File: src/rtl/shift_register_sipo.sv
// Serial-in/parallel-out shift register with storage register, output enable,
// cascade output and frame counter. Define AUTO_LATCH_EN to latch each completed frame.
module shift_register_sipo #(
    parameter int WIDTH = 8,
    parameter int CNT_W = $clog2(WIDTH + 1)
) (
    input  logic             clk,
    input  logic             reset,
    input  logic             din,
    input  logic             shift_en,
    input  logic             shift_dir,
    input  logic             latch,
    input  logic             clr,
    input  logic             oe_n,
    output logic [WIDTH-1:0] q,
    output logic             qs,
    output logic [CNT_W-1:0] bit_count,
    output logic             frame_done
);

    localparam logic [CNT_W-1:0] LAST_BIT = CNT_W'(WIDTH - 1);

    logic [WIDTH-1:0] sreg;
    logic [WIDTH-1:0] stor;
    logic [WIDTH-1:0] shifted;
    logic             accept;
    logic             wrap;

    always_comb begin
        shifted = sreg;
        if (shift_dir) begin
            shifted = {din, sreg[WIDTH-1:1]};
        end else begin
            shifted = {sreg[WIDTH-2:0], din};
        end
    end

    assign accept = shift_en && !clr;
    assign wrap   = accept && (bit_count == LAST_BIT);

    always_ff @(posedge clk) begin
        if (reset) begin
            sreg       <= '0;
            bit_count  <= '0;
            frame_done <= 1'b0;
        end else if (clr) begin
            sreg       <= '0;
            bit_count  <= '0;
            frame_done <= 1'b0;
        end else if (shift_en) begin
            sreg       <= shifted;
            bit_count  <= wrap ? '0 : bit_count + CNT_W'(1);
            frame_done <= wrap;
        end else begin
            frame_done <= 1'b0;
        end
    end

    // stor samples the pre-edge sreg, so a concurrent shift or clear is not seen
    always_ff @(posedge clk) begin
        if (reset) begin
            stor <= '0;
        end else begin
            if (latch) begin
                stor <= sreg;
            end
`ifdef AUTO_LATCH_EN
            if (wrap) begin
                stor <= shifted;
            end
`endif
        end
    end

    // Outputs are forced low during reset so stale state never leaks out
    assign q  = (reset || oe_n) ? '0 : stor;
    assign qs = reset ? 1'b0 : (shift_dir ? sreg[0] : sreg[WIDTH-1]);

endmodule

File: config.mk
export PLATFORM = sky130hd
export DESIGN_NAME = shift_register_sipo
export DESIGN_NICKNAME = d
export VERILOG_FILES = /design/src/rtl/shift_register_sipo.sv
export SDC_FILE = /design/constraint.sdc
export NUM_CORES = 1
export LEC_CHECK = 0
export CAP_MARGIN = 25
export CORE_UTILIZATION = 43
export CTS_BUF_LIST = sky130_fd_sc_hd__clkbuf_8
export DETAILED_ROUTE_END_ITERATION = 10
export PLACE_DENSITY = 0.79
export SETUP_SLACK_MARGIN = 0.15
export SLEW_MARGIN = 10
export SYNTH_ARGS = -nofsm -noshare
export SYNTH_HDL_FRONTEND = slang
export SYNTH_SLANG_ARGS = --single-unit
File: constraint.sdc
create_clock -name clk -period 1 [get_ports clk]
set_input_delay 0.1 -clock clk [delete_from_list [all_inputs] [get_ports clk]]
set_output_delay 0.1 -clock clk [all_outputs]
set_load 0.01 [all_outputs]
==> results.toml <==
[setup_path]
critPathTopFamily = "flip-flops"
cp.required_ns = 0.90
worst-endpoint-arrival_ns = 0.89
critPathBufInv = 1
r2r_end = "bit_count[3]"
worst_path_largest_cell_delay_ns = 0.32
r2r_slack_ns = 0.05
crit_path_end_kind = "output pin"
cp_max_fo = 2
reg2regPathDepth = 3
cp_cell_sequence = "mux2i_1 -> nor2_1 -> buf_2"
slowest_stage = "dfxtp_2"
reg2reg_from = "bit_count[3]"
critPathKind = "reg -> out"
crit_path_start_kind = "flip-flop"

[place]
dp_hpwl_mm = 1.41
gp_congestion = 0.748
numPortBuffers = 21
placed_cell_area_sq_um = 1280

[synth]
synth_top_area_share_pct = 43.1
yosys-top-cells-area = "dfxtp_1 (43%), mux2i_1 (18%), a211oi_2 (9.0%)"
synth.top_cells.by_count = "dfxtp_1 (21), nor2_1 (19), mux2i_1 (18), and2_1 (8), a211oi_2 (7)"
ys_warn_count = 0
synth_seq_area_share_pct = 43.1
synth-async-reset-ratio_pct = 0
yosys.area.top_type = "dfxtp_1"
synth_edf_count = 0
synth_flop_cell = "dfxtp_1"
synth_fp_nets = 102
synth_area_sq_um = 975
yosysUniqueCellTypes = 21
synth.most_common_cell = "dfxtp_1"
synth-seq-cells = 21
syn_avg_cell_area_sq_um = 10.5
syn_inst = 93

[power_and_ir_drop]
peakVddDrop_mv = 1.23
p_leak_nw = 0.647
power_density_nw_per_um2 = 1140

[clock_tree]
cts_made_buffers = 3
clk_pin_slew_ns = 0.08
clock_sinks = 21
cts-htree-levels = 1
clock_latency_ns = 0.26
ctsHoldBuffers = 0
clk_path_buf_depth = 2
cts_root_buf = "clkbuf_8"
cts_tree = "built"

[global_routing]
grt_pass1_wl_mm = 3.48
grt.overflow.total = 0
grt_start_max_net_pins = 13
grt_pass1_vias = 782
grt.total_usage_pct = 18.8
antenna_found_initial = 0

[status]
status = "completed"

[sta]
fin_worst_skew_ns = 0.00547
rsz0062_at_grt = "true"
clock.fmax_ghz = 1.01
tightest_slew_ns = 0.240
hold_viol = 0
period_needed_ns = 0.986
max_slew_margin_pct = 83.5
drv_slew = 0
post-route-period-util_pct = 98.6
timing.hold.ws_ns = 0.220
setup_viol = 0

[hold_path]
holdPathStages = 3
min_to = "stor[0]"
hold_path_class = "in -> reg"
holdCritStartpoint = "reset"

[detailed_routing]
drt_iter0_drc = 7
via_per_inst = 5.10
dr.pass1.iters = 4
ant_nets = 0
drc = 0
wirelength_mm = 2.25
vias = 801
post_drt_wl_per_cell_um = 14.3

[floorplanning]
die_w_um = 49.6
rows = 16
ios = 22
initial_utilization_pct = 47.7
core_sq_um = 2040
chipHeight_um = 49.6
dieArea_sq_um = 2460

[final_layout]
drive_gt1_share_pct = 60.8
nNetsFinal = 140
synthToLayoutAreaGrowth_pct = 49.2
fin_area_sq_um = 1450
antenna_cells = 0
fin_util_pct = 71.2

[job]
cap_violations = 0
[how the worst max path moves through the flow]
stage / start / end / slack (ns) / cells after the start
floorplan: bit_count[1] / bit_count[3] / 0.09 / 3
global placement: reset / q[5] / -0.57 / 4
detailed placement: reset / q[5] / -0.58 / 4
CTS: sreg[0] / qs / 0.005 / 3
global route: sreg[0] / qs / -0.03 / 3
finish: sreg[0] / qs / 0.01 / 3
[area by class of cell]
type                            instances  area [sq um]
Multi-Input combinational cell         66           563
Clock buffer                            3          41.3
Tap cell                               27          33.8
Fill cell                             167           588
Timing Repair Buffer                   39           364
Clock inverter                          1          5.00
Sequential cell                        21           447
[tightest hold or removal path, delay by kind of cell]
| kind | cells | cell delay [ns] |
|---|---|---|
| buffers and inverters | 2 | 0.29 |
| and+or+nand+nor | 1 | 0.06 |
[placed cells by master, fill, tap and decap left out, types with 2 or more instances in the layout]
cell,instances
dfxtp_2,15
buf_6,13
buf_12,2
mux2i_1,16
nor2_1,19
dfxtp_1,4
and2_4,7
dlymetal6s2s_1,2
mux2i_2,2
dfxtp_4,2
a211oi_2,8
buf_2,7
buf_4,12
clkbuf_8,3
dlygate4sd2_1,2
[repair_timing]
item / CTS / global route
endpoints found under the setup margin: 27 / 29
gates cloned: 0 / 0
gates resized for setup: 79 / 31
pin swaps: 3 / 4
buffers inserted: 4 / 3
[routing by layer]
| metal | share of wire, % | GRT usage [%] |
|---|---|---|
| met1 | 44 | 22.7 |
| met2 | 52 | 31.5 |
| met3 | 2.2 | 4.01 |
| met4 | 2.0 | 8.57 |
| met5 | 0 | 0 |
[cell families after synthesis]
logic type | count (synthesis) | synth area share [%]
buffers and inverters | 6 | 5.26
AO/OA/AOI/OAI | 10 | 11.3
AND/OR/NAND/NOR | 35 | 18.5
flip-flops | 21 | 43.1
adder cells (fa/ha/maj) | 1 | 1.28
multiplexers | 19 | 19.6
XOR/XNOR | 1 | 0.899
[metrics by stage]
stage	total power, mW	instances	TNS (ns)	worst slack (ns)
5_1_grt	1.74	157	-0.0303	-0.0303
6_report	1.66	157	0	0.0142
3_3_place_gp	1.09	146	-9.75	-0.570
2_1_floorplan	1.01	93	0	0.0933
3_5_place_dp	1.09	146	-10.21	-0.581
4_1_cts	1.65	154	0	0.00474
[where the power goes]
| group | switching, mW | leakage (nW) | internal, mW |
|---|---|---|---|
| sequential | 0.0206 | 0.179 | 0.855 |
| clock | 0.274 | 0.0255 | 0.278 |
| combinational | 0.112 | 0.443 | 0.124 |
[state kept, by name, summed over array words and instances, names as in the netlist]
register,cells
frame_done,1
stor,8
bit_count,4
sreg,8
(Power assumes the default switching activity.)
